<file path="src/rtl/axi_pkg.sv">
// -----------------------------------------------------------------------------
// axi_pkg
// Shared AXI read-address definitions for the interconnect decoder slice:
// default channel widths, response and burst encodings, and the AR payload
// structure (id, addr, len, size, burst) used wherever a whole AR beat is
// handled as one value.
// -----------------------------------------------------------------------------
package axi_pkg;

    localparam int AXI_ID_W   = 4;   // master-side ID width
    localparam int AXI_IDS_W  = 8;   // slave-side ID width (master index prepended)
    localparam int AXI_ADDR_W = 32;
    localparam int AXI_LEN_W  = 4;
    localparam int AXI_SIZE_W = 3;

    localparam logic [1:0] AXI_RESP_OKAY   = 2'b00;
    localparam logic [1:0] AXI_RESP_DECERR = 2'b11;

    localparam logic [1:0] AXI_BURST_FIXED = 2'b00;
    localparam logic [1:0] AXI_BURST_INCR  = 2'b01;
    localparam logic [1:0] AXI_BURST_WRAP  = 2'b10;

    typedef struct packed {
        logic [AXI_IDS_W-1:0]  id;
        logic [AXI_ADDR_W-1:0] addr;
        logic [AXI_LEN_W-1:0]  len;
        logic [AXI_SIZE_W-1:0] size;
        logic [1:0]            burst;
    } ar_payload_t;

endpackage

</file>
<file path="src/rtl/axi_default_slave_rd.sv">
// -----------------------------------------------------------------------------
// axi_default_slave_rd
// Read side of the built-in default slave. Every AR that matches no mapped
// slave is answered here with len+1 DECERR beats carrying zero data.
//
// Ports:
//   clk, srst      clock, synchronous active-high reset
//   start          consume one AR (only honoured while idle is high)
//   start_id       slave-side ID of that AR
//   start_len      burst length of that AR (beats - 1)
//   idle           high while no burst is being returned
//   rid/rdata/rresp/rlast/rvalid   R channel towards the interconnect R mux
//   rready         R mux ready
// -----------------------------------------------------------------------------
module axi_default_slave_rd
    import axi_pkg::*;
#(
    parameter int IDS_W  = 8,
    parameter int LEN_W  = 4,
    parameter int DATA_W = 32
) (
    input  logic              clk,
    input  logic              srst,
    input  logic              start,
    input  logic [IDS_W-1:0]  start_id,
    input  logic [LEN_W-1:0]  start_len,
    output logic              idle,
    output logic [IDS_W-1:0]  rid,
    output logic [DATA_W-1:0] rdata,
    output logic [1:0]        rresp,
    output logic              rlast,
    output logic              rvalid,
    input  logic              rready
);

    typedef enum logic {
        S_IDLE,
        S_RESP
    } state_t;

    state_t             state_reg, state_next;
    logic [LEN_W-1:0]   cnt_reg, cnt_next;
    logic [IDS_W-1:0]   rid_reg, rid_next;

    always_ff @(posedge clk) begin
        if (srst) begin
            state_reg <= S_IDLE;
            cnt_reg   <= '0;
            rid_reg   <= '0;
        end else begin
            state_reg <= state_next;
            cnt_reg   <= cnt_next;
            rid_reg   <= rid_next;
        end
    end

    // cnt_reg holds the number of beats still to send after the current one,
    // so the beat presented with cnt_reg == 0 is the last.
    always_comb begin
        state_next = state_reg;
        cnt_next   = cnt_reg;
        rid_next   = rid_reg;
        idle       = 1'b0;
        rvalid     = 1'b0;
        rresp      = AXI_RESP_OKAY;
        rlast      = 1'b0;
        case (state_reg)
            S_IDLE: begin
                idle = 1'b1;
                if (start) begin
                    rid_next   = start_id;
                    cnt_next   = start_len;
                    state_next = S_RESP;
                end
            end
            S_RESP: begin
                rvalid = 1'b1;
                rresp  = AXI_RESP_DECERR;
                rlast  = (cnt_reg == '0);
                if (rready) begin
                    if (cnt_reg == '0) begin
                        state_next = S_IDLE;
                    end else begin
                        cnt_next = cnt_reg - LEN_W'(1);
                    end
                end
            end
            default: state_next = S_IDLE;
        endcase
    end

    assign rid   = rid_reg;
    assign rdata = '0;

endmodule

</file>
<file path="src/rtl/ar_decoder_n.sv">
// -----------------------------------------------------------------------------
// ar_decoder_n
// Registered AXI read-address decoder for one master port. An accepted AR is
// held in a one-entry register together with its decoded target: a one-hot
// slave select, or a flag marking it for the built-in DECERR default slave.
//
// Ports:
//   ACLK, ARESET                 clock, synchronous active-high reset
//   ARID..ARVALID, ARREADY       master AR channel
//   ARID_S..ARVALID_S, ARREADY_S per-slave AR channels (packed, slave 0 in LSBs);
//                                payload is broadcast, only ARVALID_S is per slave
//   RID_D..RVALID_D, RREADY_D    R channel of the default slave
// -----------------------------------------------------------------------------
module ar_decoder_n
    import axi_pkg::*;
#(
    parameter int                         NUM_SLAVES = 2,
    parameter int                         ADDR_W     = AXI_ADDR_W,
    parameter int                         ID_W       = AXI_ID_W,
    parameter int                         IDS_W      = AXI_IDS_W,
    parameter int                         LEN_W      = AXI_LEN_W,
    parameter int                         SIZE_W     = AXI_SIZE_W,
    parameter int                         DATA_W     = 32,
    parameter logic [3:0]                 MASTER_IDX = 4'd0,
    parameter logic [NUM_SLAVES*ADDR_W-1:0] SLV_BASE = {32'h0001_0000, 32'h0000_0000},
    parameter logic [NUM_SLAVES*ADDR_W-1:0] SLV_MASK = {32'hFFFF_0000, 32'hFFFF_0000}
) (
    input  logic                         ACLK,
    input  logic                         ARESET,
    input  logic [ID_W-1:0]              ARID,
    input  logic [ADDR_W-1:0]            ARADDR,
    input  logic [LEN_W-1:0]             ARLEN,
    input  logic [SIZE_W-1:0]            ARSIZE,
    input  logic [1:0]                   ARBURST,
    input  logic                         ARVALID,
    output logic                         ARREADY,
    output logic [NUM_SLAVES*IDS_W-1:0]  ARID_S,
    output logic [NUM_SLAVES*ADDR_W-1:0] ARADDR_S,
    output logic [NUM_SLAVES*LEN_W-1:0]  ARLEN_S,
    output logic [NUM_SLAVES*SIZE_W-1:0] ARSIZE_S,
    output logic [NUM_SLAVES*2-1:0]      ARBURST_S,
    output logic [NUM_SLAVES-1:0]        ARVALID_S,
    input  logic [NUM_SLAVES-1:0]        ARREADY_S,
    output logic [IDS_W-1:0]             RID_D,
    output logic [DATA_W-1:0]            RDATA_D,
    output logic [1:0]                   RRESP_D,
    output logic                         RLAST_D,
    output logic                         RVALID_D,
    input  logic                         RREADY_D
);

    // ---------------- input-side decode ----------------
    logic [NUM_SLAVES-1:0] hit;
    logic [NUM_SLAVES-1:0] sel_in;
    logic                  dflt_in;
    logic [IDS_W-1:0]      id_in;

    for (genvar gi = 0; gi < NUM_SLAVES; gi++) begin : g_hit
        assign hit[gi] = ((ARADDR & SLV_MASK[gi*ADDR_W +: ADDR_W])
                          == SLV_BASE[gi*ADDR_W +: ADDR_W]);
    end

    // Walk from the top index down so the lowest hitting index is written
    // last and wins on overlapping windows.
    always_comb begin
        sel_in = '0;
        for (int i = NUM_SLAVES - 1; i >= 0; i--) begin
            if (hit[i]) begin
                sel_in    = '0;
                sel_in[i] = 1'b1;
            end
        end
    end

    assign dflt_in = ~|hit;
    assign id_in   = IDS_W'({MASTER_IDX, ARID});

    // ---------------- one-entry pipeline register ----------------
    logic                  hold_v_reg;
    logic [NUM_SLAVES-1:0] sel_reg;
    logic                  dflt_reg;
    logic [IDS_W-1:0]      id_reg;
    logic [ADDR_W-1:0]     addr_reg;
    logic [LEN_W-1:0]      len_reg;
    logic [SIZE_W-1:0]     size_reg;
    logic [1:0]            burst_reg;

    logic accept;
    logic out_fire;
    logic ds_idle;
    logic ds_start;

    // A default-slave entry leaves only when the DECERR engine is idle; a
    // mapped entry depends solely on its slave, never on the engine.
    assign ds_start = hold_v_reg & dflt_reg & ds_idle;
    assign out_fire = dflt_reg ? ds_start : (hold_v_reg & |(sel_reg & ARREADY_S));
    assign ARREADY  = ~ARESET & (~hold_v_reg | out_fire);
    assign accept   = ARVALID & ARREADY;

    always_ff @(posedge ACLK) begin
        if (ARESET) begin
            hold_v_reg <= 1'b0;
            sel_reg    <= '0;
            dflt_reg   <= 1'b0;
        end else if (accept) begin
            hold_v_reg <= 1'b1;
            sel_reg    <= sel_in;
            dflt_reg   <= dflt_in;
        end else if (out_fire) begin
            hold_v_reg <= 1'b0;
        end
    end

    // Payload changes only on a load, so it is stable for the whole time the
    // entry is presented to a stalled slave.
    always_ff @(posedge ACLK) begin
        if (accept) begin
            id_reg    <= id_in;
            addr_reg  <= ARADDR;
            len_reg   <= ARLEN;
            size_reg  <= ARSIZE;
            burst_reg <= ARBURST;
        end
    end

    for (genvar gi = 0; gi < NUM_SLAVES; gi++) begin : g_slave
        assign ARVALID_S[gi]                     = hold_v_reg & sel_reg[gi] & ~dflt_reg;
        assign ARID_S[gi*IDS_W +: IDS_W]         = id_reg;
        assign ARADDR_S[gi*ADDR_W +: ADDR_W]     = addr_reg;
        assign ARLEN_S[gi*LEN_W +: LEN_W]        = len_reg;
        assign ARSIZE_S[gi*SIZE_W +: SIZE_W]     = size_reg;
        assign ARBURST_S[gi*2 +: 2]              = burst_reg;
    end

    // ---------------- default slave ----------------
    axi_default_slave_rd #(
        .IDS_W  (IDS_W),
        .LEN_W  (LEN_W),
        .DATA_W (DATA_W)
    ) u_dflt (
        .clk       (ACLK),
        .srst      (ARESET),
        .start     (ds_start),
        .start_id  (id_reg),
        .start_len (len_reg),
        .idle      (ds_idle),
        .rid       (RID_D),
        .rdata     (RDATA_D),
        .rresp     (RRESP_D),
        .rlast     (RLAST_D),
        .rvalid    (RVALID_D),
        .rready    (RREADY_D)
    );

endmodule

</file>
<file path="config.mk">
export PLATFORM = sky130hd
export DESIGN_NAME = ar_decoder_n
export DESIGN_NICKNAME = d
export VERILOG_FILES = /design/src/rtl/axi_pkg.sv /design/src/rtl/axi_default_slave_rd.sv /design/src/rtl/ar_decoder_n.sv
export SDC_FILE = /design/constraint.sdc
export NUM_CORES = 1
export LEC_CHECK = 0
export CAP_MARGIN = 20
export CORE_ASPECT_RATIO = 0.6
export CORE_MARGIN = 5
export CORE_UTILIZATION = 35
export DETAILED_ROUTE_END_ITERATION = 6
export PLACE_DENSITY_LB_ADDON = 0.12
export SYNTH_ARGS = -nofsm -noshare
export SYNTH_HDL_FRONTEND = slang
export SYNTH_SLANG_ARGS = --single-unit
</file>
<file path="constraint.sdc">
create_clock -name ACLK -period 3.3 [get_ports ACLK]
set_input_delay 0.66 -clock ACLK [delete_from_list [all_inputs] [get_ports ACLK]]
set_output_delay 0.66 -clock ACLK [all_outputs]
set_load 0.01 [all_outputs]
</file>
==> results.md, run 1 <==
- Inst Count DP: roughly 440
- Critical register-to-register path endpoint: burst_reg[0]$_DFFE_PP_
- Warning count from the yosys run: 0
- Multi-input logic area: 586 µm²
- Fillcell total: a little over 700
- Syn_area_per_cell: roughly 12 µm²
- Count of hold-fix buffers inserted at cts: 0
- TritonCTS clock tree: done
- Cell area after synthesis: 0.00275 mm²
- Share of synthesized registers carrying an async set or reset: 0%
- Resize count post-CTS: 0
- Setup Crit Path Kind: in -> out
- Arrival time of the worst setup path: 2040 ps
- Clock sink total: 58
- First-pass GRT wire length: just under 10 mm
- Detail-routed via count per cell: 4.01
- GPL Wtd Cong: 0.752
- Count of port buffers added during placement: 151
- Clock latency reported for the late side of the worst-skew pair: about 320 ps
- Pin count of the biggest net entering global routing: 19
- HPWL after DPL: a little over 5 mm
- Number of post-CTS setup repair buffers: 0
- Max IR drop VDD: approximately 280 µV
- Ratio of final minimum period to clock period: between 80% and 90%
- Number of levels the H-tree was split into: 3
- Time the worst path needs with I/O delays and setup: approximately 2700 ps
- Sequential cell area: about 0.0016 mm²
- Initial DRC Count: 68
- Number of max-slew violations in the final report: 0
- Share of final-layout standard cells stronger than drive strength 1: under 10%
- GR Util All Layers: between 10% and 20%
- Register-to-register path setup slack: around 1300 ps
- Top flip-flop cell by instance count after synthesis: sky130_fd_sc_hd__edfxtp_1
- Synth-to-layout area growth: 51.1%
- Net count of the finished layout: roughly 390
- Final wirelength: roughly 6.4 mm
- Clock root buffer: sky130_fd_sc_hd__clkbuf_16
- CP endpoint kind: output port
- Instance count of the mapped netlist: 223
- Floorplan die height: around 79 µm
- Detailed-routing iteration count for the pre-antenna-repair pass: 4
- Die Area: roughly 0.01 mm²
- Worst setup SP type: primary input
- Slew @ Worst Pin: 661 ps
- Final setup violation count: 0
- Number of cells traversed by the worst register-to-register path: 3
- Std cell rows: 25
- Max Clk Rate: 370 MHz
- Number of instances on the worst hold path: 2
- Number of buffers created by CTS: 9
- Number of flip-flops and latches in the synthesized netlist: 58
- CTS max path bufs: 2
- Cell leakage power: approximately 1.6 nW
- Endpoint required time on the critical path: roughly 2600 ps
- Area inside the core boundary: roughly 0.0078 mm²
- Leading area contributor after synthesis: sky130_fd_sc_hd__edfxtp_1
- Initial Util: 35.4%
- Ports: approximately 200
- Number of flops mapped to enable cells by yosys: 45
- Total power per unit cell area: 460 mW/mm²
- Origin of the worst setup path: ARREADY_S[1]
- Leftover overflow at the end of global routing: 0
- Number of diodes: 0
- Critical path endpoint: ARREADY
- Final-report hold violation count: 0
- Dominant cell by count in the synthesized netlist: sky130_fd_sc_hd__buf_4
- Proportion of netlist area held by the largest area contributor: a little under 50%
- Hold wc startpoint: u_dflt.cnt_reg[3]$_SDFFE_PP0P_
- Number of routed nets with antenna violations: 0
- Crit path max fanout: 2
- Setup repair after global routing missed its margin: false
- Non-filler instance count after layout: around 450
- Die boundary width: 124 µm
- Number of global-route vias before repair: 1879
- Total number of vias: roughly 1800
- Number of maximum-capacitance violations: 0
- PnR Total Power: ~1.9 mW
- Source of the worst register-to-register timing path: u_dflt.state_reg$_SDFF_PP0_
- Class of the most critical hold timing path: reg -> reg
- Main area contributors after synthesis: sky130_fd_sc_hd__edfxtp_1, sky130_fd_sc_hd__buf_4, sky130_fd_sc_hd__dfxtp_1
- Headroom to the max-slew limit: between 50 and 60%
- Initial antenna violation count: 0
- Post-route setup TNS: 0 ps
- Average wire per standard cell: between 10 and 15 µm
- Number of library cell types mapped by synthesis: 33
- Status: finished, final reports clean
- Post-route DRC: 0
- Clock transition at path regs: around 50 ps
- Top cells by count, synth: sky130_fd_sc_hd__buf_4, sky130_fd_sc_hd__edfxtp_1, sky130_fd_sc_hd__dfxtp_1, sky130_fd_sc_hd__nand2_1, sky130_fd_sc_hd__nor2_1
- Part of the Yosys area used for sequential elements: between 50% and 60%
- Clock Skews: between 4 and 5 ps
- Max FFs per register: 32
## layout by cell type (no fill, tap or decap), types with 4 or more instances in the layout
| master | netlist | routed |
|---|---|---|
| sky130_fd_sc_hd__dfxtp_1 | 13 | 13 |
| sky130_fd_sc_hd__nand2b_1 | 4 | 4 |
| sky130_fd_sc_hd__mux2i_1 | 5 | 5 |
| sky130_fd_sc_hd__nand2_1 | 10 | 10 |
| sky130_fd_sc_hd__clkbuf_16 | 0 | 9 |
| sky130_fd_sc_hd__clkdlybuf4s50_1 | 0 | 151 |
| sky130_fd_sc_hd__nor4_1 | 4 | 4 |
| sky130_fd_sc_hd__inv_1 | 6 | 6 |
| sky130_fd_sc_hd__a21oi_1 | 4 | 4 |
| sky130_fd_sc_hd__clkinv_2 | 0 | 4 |
| sky130_fd_sc_hd__nor2_1 | 7 | 7 |
| sky130_fd_sc_hd__buf_4 | 91 | 4 |
| sky130_fd_sc_hd__o21ai_0 | 6 | 6 |
| sky130_fd_sc_hd__conb_1 | 1 | 44 |
| sky130_fd_sc_hd__edfxtp_1 | 45 | 45 |
## metal layers
metal | GRT usage (%) | wire [µm]
met1 | 14.4 | 2700
met2 | 20.2 | 2920
met3 | 8.16 | 716
met4 | 5.58 | 95
met5 | 0 | 0
## report_power, final
| group | internal [mW] | switching (mW) | total (mW) |
|---|---|---|---|
| clock network | 0.501 | 0.290 | 0.790 |
| logic | 0.155 | 0.117 | 0.272 |
| registers | 0.828 | 0.0222 | 0.850 |
## how the worst min path moves through the flow
stage                                     endpoint  slack [ps]
floorplan                  sel_reg[0]$_SDFFE_PP0P_         460
global placement        u_dflt.rid[0]$_SDFFE_PP0P_         470
detailed placement         sel_reg[0]$_SDFFE_PP0P_         480
CTS                        sel_reg[0]$_SDFFE_PP0P_         490
global route        u_dflt.cnt_reg[3]$_SDFFE_PP0P_         530
finish              u_dflt.cnt_reg[3]$_SDFFE_PP0P_         500
## final cells by class
cell class	count	area share, %
sequential	58	38.8
multi-input combinational	109	14.1
clock inverter	4	0.482
clock buffer	12	5.69
inverter	6	0.542
tap	108	3.25
timing repair buffer	155	37.1
## critical path, cell delays in order
cell	delay, ps
sky130_fd_sc_hd__clkdlybuf4s50_1	460
sky130_fd_sc_hd__nand2_1	90
sky130_fd_sc_hd__nand3_1	120
sky130_fd_sc_hd__nand2_1	60
sky130_fd_sc_hd__nor2_1	90
sky130_fd_sc_hd__clkdlybuf4s50_1	560
## through the flow
| stage | hold WS (ps) | utilization [%] | cell area, µm² | setup slack [ps] |
|---|---|---|---|---|
| final | 497 | 53.5 | 4150 | 597 |
| after global routing | 534 | 53.5 | 4150 | 481 |
| after CTS | 494 | 53.5 | 4150 | 581 |
| after detailed placement | 483 | 50.2 | 3900 | 593 |
| after global placement | 474 | 50.2 | 3900 | 596 |
| after floorplan | 457 | - | 2910 | 434 |
## logic make-up (layout without fill, tap and decap cells)
group	after synthesis	after routing	synth area share, %
AO/OA/AOI/OAI	18	18	4.69
adder cells (fa/ha/maj)	2	2	0.910
buffers and inverters	99	177	25.9
flip-flops	58	58	58.6
multiplexers	6	6	2.23
other	1	44	0.136
AND/OR/NAND/NOR	39	39	7.46
Note: power is estimated with default switching activity, not from simulation.
==> run 2, diff against run 1 <==
==> constraint.sdc (replaced) <==
create_clock -name ACLK -period 2.54 [get_ports ACLK]
set_input_delay 0.508 -clock ACLK [delete_from_list [all_inputs] [get_ports ACLK]]
set_output_delay 0.508 -clock ACLK [all_outputs]
set_load 0.01 [all_outputs]
==> run 2 against run 1 <==
Effect of this change:
- via count decreased by 0.99%
- final cell count increased by 0.22%
- final area increased by 1.4%
- flip-flop and latch count unchanged
- clock power increased by 48%
- first-iteration DRC count decreased by 5.9%
- worst hold slack got worse by 2.5 ps
- sequential power increased by 29%
- critical path depth unchanged
- non-clock buffer count increased by 1
- critical endpoint unchanged
==> results.md, run 2 (same netlist as run 1, synthesis figures left out) <==
- Status: finished, final reports clean
- Clock sink total: 58
- Class of the most critical hold timing path: reg -> reg
- Setup Crit Path Kind: in -> out
- CTS max path bufs: 2
- Number of routed nets with antenna violations: 0
- Share of final-layout standard cells stronger than drive strength 1: 6.38%
- Slew @ Worst Pin: 608 ps
- Number of buffer and inverter stages on the critical path: 2
- Total power per unit cell area: approximately 620 mW/mm²
- Synth-to-layout area growth: 53.2%
- Inst Count DP: 437
- Crit-path max cell delay: between 500 and 600 ps
- Max FFs per register: 32
- Met3 capacity usage during global routing: a little under a tenth
- Met2 track utilization from global routing: roughly 18%
- Global-route track usage on met1: about 15%
- Max Clk Rate: between 400 and 500 MHz
- Pin count of the biggest net entering global routing: 44
- Cell area after layout: 0.00421 mm²
- HPWL after DPL: 5.05 mm
- Max IR drop VDD: roughly 270 µV
- Std cell rows: 25
- Endpoint required time on the critical path: 2030 ps
- Number of instances on the worst hold path: 2
- Cell with the largest stage delay on the worst path: sky130_fd_sc_hd__clkdlybuf4s50_1
- Number of levels the H-tree was split into: 3
- First-pass GRT wire length: a little under 10 mm
- Die Area: slightly below 0.01 mm²
- Total number of vias: approximately 1800
- Setup repair after global routing missed its margin: false
- Clock transition at path regs: around 50 ps
- Final wirelength: between 6 and 7 mm
- Initial DRC Count: 64
- Worst setup SP type: primary input
- Number of global-route vias before repair: about 1800
- Non-filler instance count after layout: 453
- Number of max-slew violations in the final report: 0
- Headroom to the max-slew limit: approximately three fifths
- Clock root buffer: sky130_fd_sc_hd__clkbuf_16
- Ratio of final minimum period to clock period: a little over nine tenths
- Final standard cell utilization of the core: between 50% and 60%
- Initial antenna violation count: 0
- Post-route DRC: 0
- Worst path cell trace: clkdlybuf4s50_1 -> nand2_1 -> nand3_1 -> nand2_1 -> nor2_1 -> clkdlybuf4s50_1
- Final-report hold violation count: 0
- Number of diodes: 0
- Detail-routed via count per cell: a little under 4
- Portion of total power attributed to sequential cells: about two fifths
- Most common cell after layout, fill and taps aside: sky130_fd_sc_hd__clkdlybuf4s50_1
- Area inside the core boundary: between 0.007 and 0.008 mm²
- GPL Wtd Cong: between 0.7 and 0.8
- Net Sw Power: ~0.56 mW
- Int Pwr: between 2 and 2.5 mW
- Floorplan die height: 78.6 µm
- Initial Util: between 30 and 40%
- Worst setup margin: between 100 and 150 ps
- PnR Total Power: 2.63 mW
- Count of port buffers added during placement: 151
- Net count of the finished layout: between 300 and 400
- Time the worst path needs with I/O delays and setup: around 2400 ps
- Die boundary width: about 120 µm
- Net switching fraction of the power: a little over a fifth
- Arrival time of the worst setup path: roughly 1900 ps
- Number of buffers created by CTS: 9
- Total placed instance area: between 0.003 and 0.004 mm²
- TritonCTS clock tree: done
- Cell leakage power: approximately 1.6 nW
- Number of cells traversed by the worst register-to-register path: 5
- Number of maximum-capacitance violations: 0
- Detailed-routing iteration count for the pre-antenna-repair pass: 4
- Largest delay contributor family on the critical path: buffers and inverters
- CP endpoint kind: output port
- Clock Skews: between 8 and 9 ps
- Logic gate share of total power: about 14%
- Average wire per standard cell: around 14 µm
- Crit path max fanout: 2
- Layer with the highest usage: met2
- Cell count along the critical path: 6
- Clock latency reported for the late side of the worst-skew pair: ~320 ps
- Clock share of power: between 40% and 50%
- Most frequent cells in the layout: sky130_fd_sc_hd__clkdlybuf4s50_1, sky130_fd_sc_hd__edfxtp_1, sky130_fd_sc_hd__conb_1
- GR Util All Layers: between 10% and 20%
- Ports: 196
- Fillcell total: between 700 and 800
- Setup slack after placement: approximately 140 ps
- Final setup violation count: 0
- Leftover overflow at the end of global routing: 0
## run 2: worst paths after layout
check | start | to | slack, ps
min reg2reg | sel_reg[0]$_SDFFE_PP0P_ | sel_reg[0]$_SDFFE_PP0P_ | 490
max | ARREADY_S[1] | ARREADY | 140
max reg2reg | u_dflt.state_reg$_SDFF_PP0_ | sel_reg[1]$_SDFFE_PP0P_ | 770
min | sel_reg[0]$_SDFFE_PP0P_ | sel_reg[0]$_SDFFE_PP0P_ | 490
## run 2: layer usage
metal | up-vias | routed length (µm)
met2 | 113 | 2750
met1 | 804 | 2690
met3 | 9 | 856
met4 | 0 | 73
met5 | - | 0
li1 | 868 | -
## run 2: tightest hold or removal path, delay by kind of cell (launching register included)
kind,cells,cell delay (ps)
and+or+nand+nor,1,60
DFF,1,320
AOI/OAI and AO/OA,1,60
## run 2: final cells by class
cell class,instances,area [µm²],area share (%)
multi-input cells,109,591,14.0
flip-flops and latches,58,1610,38.3
clock inverters,3,40.0,0.951
repair buffers,156,1560,37.1
well taps,108,135,3.21
clock buffers,13,250,5.94
inverters,6,22.5,0.535
## run 2: timing repair
action	4_1_cts	5_1_grt
setup endpoints to repair	0	1
gates resized for setup	0	1
buffers inserted	0	0
hold buffers	0	0
## run 2: power by group through the flow
| stage | combinational (mW) | clock, mW | sequential [mW] |
|---|---|---|---|
| final | 0.357 | 1.17 | 1.10 |
| after global routing | 0.384 | 1.26 | 1.11 |
| after CTS | 0.359 | 1.20 | 1.10 |
| after detailed placement | 0.359 | 0 | 1.12 |
| after global placement | 0.356 | 0 | 1.12 |
| after floorplan | 0.197 | 0 | 1.13 |
## run 2: metrics by stage
step / setup TNS (ps) / hold slack (ps)
floorplan: -174 / 457
global placement: 0 / 474
detailed placement: 0 / 487
CTS: 0 / 500
global route: 0 / 527
finish: 0 / 494
==> run 3, diff against run 2 <==
--- a/config.mk
+++ b/config.mk
@@ -8,9 +8,10 @@
 export CAP_MARGIN = 20
 export CORE_ASPECT_RATIO = 0.6
 export CORE_MARGIN = 5
-export CORE_UTILIZATION = 35
+export CORE_UTILIZATION = 36
 export DETAILED_ROUTE_END_ITERATION = 6
 export PLACE_DENSITY_LB_ADDON = 0.12
 export SYNTH_ARGS = -nofsm -noshare
 export SYNTH_HDL_FRONTEND = slang
+export SYNTH_HIERARCHICAL = 1
 export SYNTH_SLANG_ARGS = --single-unit
==> run 3 against run 2 <==
Effect of this change:
- core utilization rose by 2.2 points
- final area rose by 5.4%
- routed wire length rose by 11%
- largest power group unchanged
- highest routed layer unchanged
- register-to-register slack got worse by 30 ps
==> results.md, run 3 <==
- Status: finished, final reports clean
- CP endpoint kind: output port
- Top cells by count, synth: sky130_fd_sc_hd__buf_4, sky130_fd_sc_hd__edfxtp_1, sky130_fd_sc_hd__dfxtp_1, sky130_fd_sc_hd__nand2_1, sky130_fd_sc_hd__a21oi_1
- Clock latency reported for the late side of the worst-skew pair: around 320 ps
- Main area contributors after synthesis: sky130_fd_sc_hd__edfxtp_1, sky130_fd_sc_hd__buf_4, sky130_fd_sc_hd__dfxtp_1
- Int Pwr: 2.24 mW
- Cell leakage power: 1.65 nW
- Critical register-to-register path endpoint: u_dflt/cnt_reg[0]$_SDFFE_PP0P_
- Synth-to-layout area growth: 53.5%
- Proportion of netlist area held by the largest area contributor: roughly 47%
- Clock sink total: 62
- Die Area: between 0.009 and 0.01 mm²
- First-pass GRT wire length: about 10 mm
- GR Util All Layers: approximately an eighth
- Number of buffer and inverter stages on the critical path: 3
- Total power per unit cell area: 640 mW/mm²
- Cell with the largest stage delay on the worst path: sky130_fd_sc_hd__clkdlybuf4s50_1
- Post-route setup TNS: 0 ps
- Count of port buffers added during placement: about 160
- Initial antenna violation count: 0
- Final setup violation count: 0
- Setup Crit Path Kind: reg -> out
- Floorplan die height: 79.4 µm
- Worst path cell trace: inv_1 -> ha_1 -> nand4bb_4 -> inv_4 -> clkdlybuf4s50_1
- Share of synthesized registers carrying an async set or reset: 0%
- Ports: slightly below 200
- Max FFs per register: 32
- Leftover overflow at the end of global routing: 0
- Ratio of final minimum period to clock period: approximately 89%
- Initial DRC Count: just over 70
- Average wire per standard cell: 14.9 µm
- Final wirelength: 7.09 mm
- Number of flip-flops and latches in the synthesized netlist: 62
- Detailed-routing iteration count for the pre-antenna-repair pass: 4
- HPWL after DPL: 5.48 mm
- Syn_area_per_cell: between 10 and 15 µm²
- Number of routed nets with antenna violations: 0
- Portion of total power attributed to sequential cells: 41.3%
- Number of instances on the worst hold path: 2
- Worst setup SP type: flop
- Initial Util: 36.8%
- Register-to-register path setup slack: roughly 740 ps
- Instance count of the mapped netlist: about 240
- TritonCTS clock tree: done
- Source of the worst register-to-register timing path: u_dflt/state_reg$_SDFF_PP0_
- Max IR drop VDD: just under 300 µV
- Number of global-route vias before repair: 1905
- Share of final-layout standard cells stronger than drive strength 1: just over 8%
- Die boundary width: 126 µm
- Dominant cell by count in the synthesized netlist: sky130_fd_sc_hd__buf_4
- Number of maximum-capacitance violations: 0
- Detail-routed via count per cell: approximately 4.1
- Crit-path max cell delay: about 530 ps
- Class of the most critical hold timing path: reg -> reg
- Headroom to the max-slew limit: roughly 56%
- Largest delay contributor family on the critical path: buffers and inverters
- Most common cell after layout, fill and taps aside: sky130_fd_sc_hd__clkdlybuf4s50_1
- Part of the Yosys area used for sequential elements: about three fifths
- Slew @ Worst Pin: ~660 ps
- Clock root buffer: sky130_fd_sc_hd__clkbuf_16
- Net switching fraction of the power: between 20% and 30%
- GPL Wtd Cong: just over 0.8
- Endpoint required time on the critical path: just over 2000 ps
- Number of diodes: 0
- Cell area after synthesis: between 0.002 and 0.003 mm²
- Warning count from the yosys run: 6
- Crit path max fanout: 5
- Clock Skews: about 6 ps
- Logic gate share of total power: 13.8%
- Setup repair after global routing missed its margin: false
- Hold wc startpoint: u_dflt/rid[3]$_SDFFE_PP0P_
- Post-route DRC: 0
- Worst hold margin: between 400 and 500 ps
- Number of cells traversed by the worst register-to-register path: 6
- Most frequent cells in the layout: sky130_fd_sc_hd__clkdlybuf4s50_1, sky130_fd_sc_hd__edfxtp_1, sky130_fd_sc_hd__conb_1
- Total number of vias: around 2000
- Time the worst path needs with I/O delays and setup: ~2300 ps
- Leading area contributor after synthesis: sky130_fd_sc_hd__edfxtp_1
- Number of max-slew violations in the final report: 0
- Net Sw Power: ~0.60 mW
- Clock share of power: around 45%
- Clock transition at path regs: 50 ps
- Count of hold-fix buffers inserted at cts: 0
- Hold-critical path endpoint: u_dflt/rid[3]$_SDFFE_PP0P_
- Std cell rows: 25
- Net count of the finished layout: approximately 410
- Number of flops mapped to enable cells by yosys: 45
- CTS max path bufs: 2
- Number of buffers created by CTS: 9
- Arrival time of the worst setup path: ~1800 ps
- Number of library cell types mapped by synthesis: 39
- Number of post-CTS setup repair buffers: 0
- Pin count of the biggest net entering global routing: 30
- Max Clk Rate: 440 MHz
- Final-report hold violation count: 0
- Area inside the core boundary: ~0.0079 mm²
- Top flip-flop cell by instance count after synthesis: sky130_fd_sc_hd__edfxtp_1
- Number of levels the H-tree was split into: 3
## run 3: cell types whose count changed in the layout (fill, tap and decap cells not counted), sizes merged, moves of 3 or more
| cell | change |
|---|---|
| a21oi | +8 |
| nand2 | +7 |
| nor2 | -5 |
| dfxtp | +4 |
| mux2i | -4 |
| nor2b | +4 |
| o21ai | -4 |
| and2 | -3 |
| clkdlybuf4s50 | +3 |
| inv | +3 |
## run 3: worst max path at each step
| stage | start | end | slack (ps) | cells past startpoint |
|---|---|---|---|---|
| after floorplan | u_dflt/state_reg$_SDFF_PP0_ | addr_reg[0]$_DFFE_PP_ | 260 | 6 |
| after CTS | ARREADY_S[0] | ARREADY | 50 | 5 |
| after global placement | ARREADY_S[0] | ARREADY | 90 | 5 |
| after global routing | u_dflt/cnt_reg[0]$_SDFFE_PP0P_ | RLAST_D | 180 | 5 |
| after detailed placement | ARREADY_S[0] | ARREADY | 60 | 5 |
| final | u_dflt/cnt_reg[0]$_SDFFE_PP0P_ | RLAST_D | 270 | 5 |
## run 3: stage by stage
| stage | instance area [µm²] | total power, mW | util [%] | setup WS, ps | cells |
|---|---|---|---|---|---|
| after global routing | 4440 | 2.96 | 56.5 | 176 | 474 |
| after detailed placement | 4120 | 1.58 | 52.5 | 57.8 | 458 |
| after CTS | 4440 | 2.87 | 56.5 | 52.4 | 474 |
| after floorplan | 3050 | 1.42 | - | 262 | 280 |
| after global placement | 4120 | 1.58 | 52.5 | 90.2 | 458 |
| final | 4440 | 2.84 | 56.5 | 269 | 474 |
## run 3: layout make-up
class                           instances  area (µm²)
Clock inverter                          5        72.6
Inverter                                9        36.3
Fill cell                             651        3410
Sequential cell                        62        1690
Tap cell                              108         135
Clock buffer                           11         243
Timing Repair Buffer                  161        1610
Multi-Input combinational cell        118         648
## run 3: power by group through the flow
stage / Clock [mW] / Combinational (mW) / Sequential, mW
global placement: 0 / 0.388 / 1.19
CTS: 1.31 / 0.393 / 1.17
finish: 1.28 / 0.391 / 1.17
detailed placement: 0 / 0.391 / 1.19
floorplan: 0 / 0.208 / 1.21
global route: 1.36 / 0.419 / 1.18
## run 3: kinds of logic (layout without fill, tap and decap cells)
kind of cell	count (synthesis)	after routing	share of synthesized area (%)
multiplexers	3	3	1.26
AND/OR/NAND/NOR	43	43	8.70
other	2	44	0.260
AO/OA/AOI/OAI	26	26	5.89
adder cells (fa/ha/maj)	2	2	0.866
flip-flops	62	62	58.5
buffers and inverters	100	186	24.5
## run 3: worst register-to-register path, stage by stage, from the launching register on
cell and delay [ps]:
sky130_fd_sc_hd__dfxtp_1 300, sky130_fd_sc_hd__buf_4 160, sky130_fd_sc_hd__inv_2 100, sky130_fd_sc_hd__and3_1 270
sky130_fd_sc_hd__nor2b_1 570, sky130_fd_sc_hd__nand3_1 140, sky130_fd_sc_hd__a31oi_1 180
## run 3: repair_timing
action	CTS	global route
endpoints found under the hold margin	0	0
gates resized for setup	0	1
setup endpoints to repair	0	1
## run 3: per-layer routing
layer  track usage (%)  wire [µm]
met5                 0          0
met2              20.0       3210
met3              7.02        724
met4              3.57         32
met1              16.9       3120
==> RTL edit 1: new RTL, config.mk and constraints of run 3 <==
`AXI_IDS_W`: 8 -> 12.
--- a/src/rtl/axi_pkg.sv
+++ b/src/rtl/axi_pkg.sv
@@ -10,3 +10,3 @@
     localparam int AXI_ID_W   = 4;   // master-side ID width
-    localparam int AXI_IDS_W  = 8;   // slave-side ID width (master index prepended)
+    localparam int AXI_IDS_W  = 12;   // slave-side ID width (master index prepended)
     localparam int AXI_ADDR_W = 32;
Interface: changed (resized ARID_S and RID_D); port bits go from 196 to 208. The function was not compared with the original's and may differ.
==> RTL edit 1 against run 3 <==
Clock power is 11% lower; cell area is 3.8% higher; sequential cell count is 4 higher; power is 2.0% lower; hold slack worse by 0.0041 ns; worst setup slack worse by 0.13 ns; maximum frequency is 5.5% lower; largest cell class unchanged; via count is 4.5% higher; combinational power is 3% higher; synthesized area is 6.8% higher; count of clock-buffer cells in the layout is 1 lower; wire length is 0.71% higher; highest routed layer unchanged.
==> RTL edit 1: results (changes against run 3) <==
leakage 0.00173 uW (was 0.00165 uW); Internal Power 2170 uW (was 2240 uW); top post-synthesis cells by area edfxtp_1, buf_4, dfxtp_1, nand2_1, a21oi_1 (unchanged); global-route track usage on met1 0.161 (was 0.169); Netlist cell types 42 (was 39); Seq/Total Area, Yosys 0.574 (was 0.585); buffer count from post-CTS setup fixing 0 (unchanged); maximum number of pins on one net before global-route repair 31 (was 30); Post-synth top cells buf_4, edfxtp_1, nand2_1 (was buf_4, edfxtp_1, dfxtp_1, nand2_1, a21oi_1); critical path data arrival time 1.90 ns (was 1.76 ns); vias in the first global route 1946 (was 1905); VDD IR-drop max 0.000542 V (was 0.000290 V); met3 layer wire length in the routed design 755 um (was 724 um); met2 wire length 3380 um (was 3210 um); worst-path fanout max 12 (was 5); starting DRC count in detailed routing 73 (was 72); status complete, no violations (unchanged); global router's overall resource usage 0.133 (about the same); total via count in the routed design 2045 (was 1957); half-perimeter wire length after placement 5720 um (was 5480 um); GP Congestion 0.788 (was 0.822); worst clock skew on the final layout 0.00527 ns (was 0.00599 ns); portion of synthesized cell area occupied by the leading cell type 0.438 (was 0.468); aggregate routed wire length 7140 um (was 7090 um); routing usage on met2 0.215 (was 0.200); number of I/O port buffers 159 (was 155); fin nets 444 (was 414)
==> RTL edit 1: per-stage QoR <==
step,total power (uW),cells,cell area [um2],setup WS (ns)
6_report,2780,507,4610,0.136
5_1_grt,2910,507,4610,0.0334
4_1_cts,2830,507,4600,0.0289
3_5_place_dp,1660,492,4330,0.0496
3_3_place_gp,1660,492,4330,0.0341
2_1_floorplan,1500,316,3290,0.286
==> RTL edit 1: power by group through the flow <==
stage | Combinational, uW | Sequential, uW | Clock (uW)
global route | 433 | 1250 | 1230
detailed placement | 402 | 1260 | 0
global placement | 402 | 1260 | 0
finish | 402 | 1240 | 1140
floorplan | 229 | 1280 | 0
CTS | 404 | 1240 | 1180
==> RTL edit 1: final cells by class <==
cell class	instances	area (um2)
clock buffers	10	229
clock inverters	5	46.3
fillers	717	3820
inverters	10	37.5
multi-input cells	140	738
flip-flops and latches	66	1770
well taps	112	140
repair buffers	164	1640
==> RTL edit 1: logic make-up after synthesis <==
family | Yosys count | share of synthesized area
buf+inv | 110 | 0.253
mux | 4 | 0.0162
flops | 66 | 0.574
simple gates | 47 | 0.0798
other cells | 2 | 0.00243
fa+ha+maj | 2 | 0.00811
compound gates | 31 | 0.0669
==> RTL edit 1: path summary, 6_finish.rpt <==
| check | startpoint | endpoint | slack (ns) | cells after the start |
|---|---|---|---|---|
| max | u_dflt/state_reg | RLAST_D | 0.14 | 3 |
| min | u_dflt/rid[6] | u_dflt/rid[6] | 0.45 | 2 |
| max reg2reg | u_dflt/state_reg | addr_reg[16] | 0.77 | 7 |
| min reg2reg | u_dflt/rid[6] | u_dflt/rid[6] | 0.45 | 2 |
==> RTL edit 1: critical path: stages (launching register included) <==
cell and delay, ns:
dfxtp_1 0.54, nand4bb_1 0.29, inv_2 0.18, clkdlybuf4s50_1 0.56
==> RTL edit 2: new RTL, flow settings as in run 3 <==
Made on the original files. Make the reset (`ARESET` and `srst`) asynchronous in 2 clocked blocks. Comments in the files are not updated.
--- a/src/rtl/axi_default_slave_rd.sv
+++ b/src/rtl/axi_default_slave_rd.sv
@@ -44,3 +44,3 @@
 
-    always_ff @(posedge clk) begin
+    always_ff @(posedge clk or posedge srst) begin
         if (srst) begin
--- a/src/rtl/ar_decoder_n.sv
+++ b/src/rtl/ar_decoder_n.sv
@@ -99,3 +99,3 @@
 
-    always_ff @(posedge ACLK) begin
+    always_ff @(posedge ACLK or posedge ARESET) begin
         if (ARESET) begin
Check against the original RTL: differs if ARESET is asserted again (counterexample within 4 cycles, from zero or initial values and one cycle with ARESET high); with ARESET held inactive, the same outputs for 10 cycles.
==> RTL edit 2 against run 3 <==
Sequential cell count unchanged; synthesized area up 1.1%; cell area up 1.4%; worst setup slack worse by 0.15 ns; synthesized cell count down 9.2%; sequential share of layout area up 1.4 points; via count down 6.8%; wire length down 6.5%; clock skew up 0.0012 ns; hold slack better by 0.048 ns.
Power is not compared: it rests on default switching activity, and its combinational part moved more than twofold at a synthesized area within 25%.
==> RTL edit 2: results (changes against run 3) <==
worst relative slew slack 0.622 (was 0.562); met3 global-route usage 0.0642 (was 0.0702); worst clock skew on the final layout 0.00724 ns (was 0.00599 ns); met3 layer wire length in the routed design 662 um (was 724 um); count of antenna diodes in the layout 0 (unchanged); dpl cells 438 (was 458); leakage 0.00177 uW; status complete, no violations (unchanged); number of fill cells in the layout 656 (was 651); aggregate routed wire length 6620 um (was 7090 um); Post-synth top cells buf_4, edfxtp_1, dfrtp_1 (was buf_4, edfxtp_1, dfxtp_1, nand2_1, a21oi_1); routing usage on met2 0.209 (was 0.200); Worst R2R Path Depth 7 (was 6); beginning of the worst register-to-register path u_dflt/state_reg (unchanged); global-route track usage on met1 0.159 (was 0.169); count of placed standard cells in the final layout, fillers left out 454 (was 474); min-delay src u_dflt/rid[0] (was u_dflt/rid[3]); number of I/O port buffers 155 (unchanged); GP Congestion 0.810 (was 0.822); fin nets 394 (was 414); metal1 wirelength 2780 um (was 3120 um); flip-flop count of the largest register after layout 32 (unchanged); vias in the first global route 1946 (was 1905); global router's overall resource usage 0.131 (was 0.133); end point of the critical path ARREADY (was RLAST_D); Worst Setup SP ARREADY_S[0] (was u_dflt/cnt_reg[0]); Top Layer Used met4 (unchanged); met2 wire length 3150 um (was 3210 um); maximum number of pins on one net before global-route repair 34 (was 30); total via count in the routed design 1823 (was 1957); top post-synthesis cells by area edfxtp_1, buf_4, dfrtp_1, mux2_2, mux2_4 (was edfxtp_1, buf_4, dfxtp_1, nand2_1, a21oi_1); Seq/Total Area, Yosys 0.608 (was 0.585); half-perimeter wire length after placement 5300 um (was 5480 um); critical path data arrival time 1.91 ns (was 1.76 ns); Synth async-reset ratio 0.274 (was 0); worst reg2reg endpoint addr_reg[2] (was u_dflt/cnt_reg[0]); instance count of the mapped netlist 216 (was 238); starting DRC count in detailed routing 83 (was 72); Post-synth EDFFs 45 (unchanged); VDD IR-drop max 0.000318 V; worst-case clock buffer depth 2 (unchanged); Placement Cell Area 4160 um2 (was 4120 um2); R2R Setup Slk 0.73 ns; global-route wire length before repair 10200 um (was 10300 um); Netlist cell types 35 (was 39); worst-path fanout max 2 (was 5); fraction of layout cells with a size suffix above 1 0.116 (was 0.0820)
-- RTL edit 2: cell count changes after synthesis, moves of 3 or more --
| cell | delta |
|---|---|
| dfrtp_1 | +17 |
| dfxtp_1 | -17 |
| nand2_1 | -14 |
| a21oi_1 | -10 |
| mux2_2 | +7 |
| clkbuf_1 | -3 |
-- RTL edit 2: cell families after synthesis --
logic type                 count (synthesis)  share of synthesized area
muxes                                     12                     0.0510
DFF                                       62                      0.608
other                                      2                    0.00257
and+or+nand+nor                           31                     0.0630
buffers and inverters                     97                      0.240
AOI/OAI and AO/OA                         10                     0.0270
adders and majority gates                  2                    0.00856
-- RTL edit 2: worst max-delay path, stage by stage --
cell and delay [ns]:
clkdlybuf4s50_1 0.47, a22oi_2 0.08, o211ai_2 0.16, and2_1 0.15
clkdlybuf4s50_1 0.53
-- RTL edit 2: cell type report --
class                      count  area [um2]  area share
clock buffer                   9         225      0.0500
clock inverter                 7         113      0.0250
inverter                       7        26.3     0.00584
multi-input combinational     99         608       0.135
sequential                    62        1780       0.395
tap                          108         135      0.0300
timing repair buffer         162        1620       0.359
-- RTL edit 2: what timing repair did --
action	CTS	global route
gates resized for setup	0	1
setup endpoints to repair	0	1
hold buffers	0	0
-- RTL edit 2: metrics by stage --
stage          worst slack (ns)  power, uW
2_1_floorplan             0.581       2110
3_3_place_gp              0.142       2620
3_5_place_dp              0.131       2640
4_1_cts                  0.0611       4020
5_1_grt                  0.0538       4190
6_report                  0.119       3970
-- RTL edit 2: worst min-delay path by stage --
stage                               end  cells past startpoint  slack [ns]
after CTS                    hold_v_reg                      3        0.51
after global routing      u_dflt/rid[1]                      1        0.53
after global placement    u_dflt/rid[7]                      1        0.49
final                     u_dflt/rid[0]                      1        0.50
after floorplan                dflt_reg                      1        0.28
after detailed placement  u_dflt/rid[0]                      1        0.50
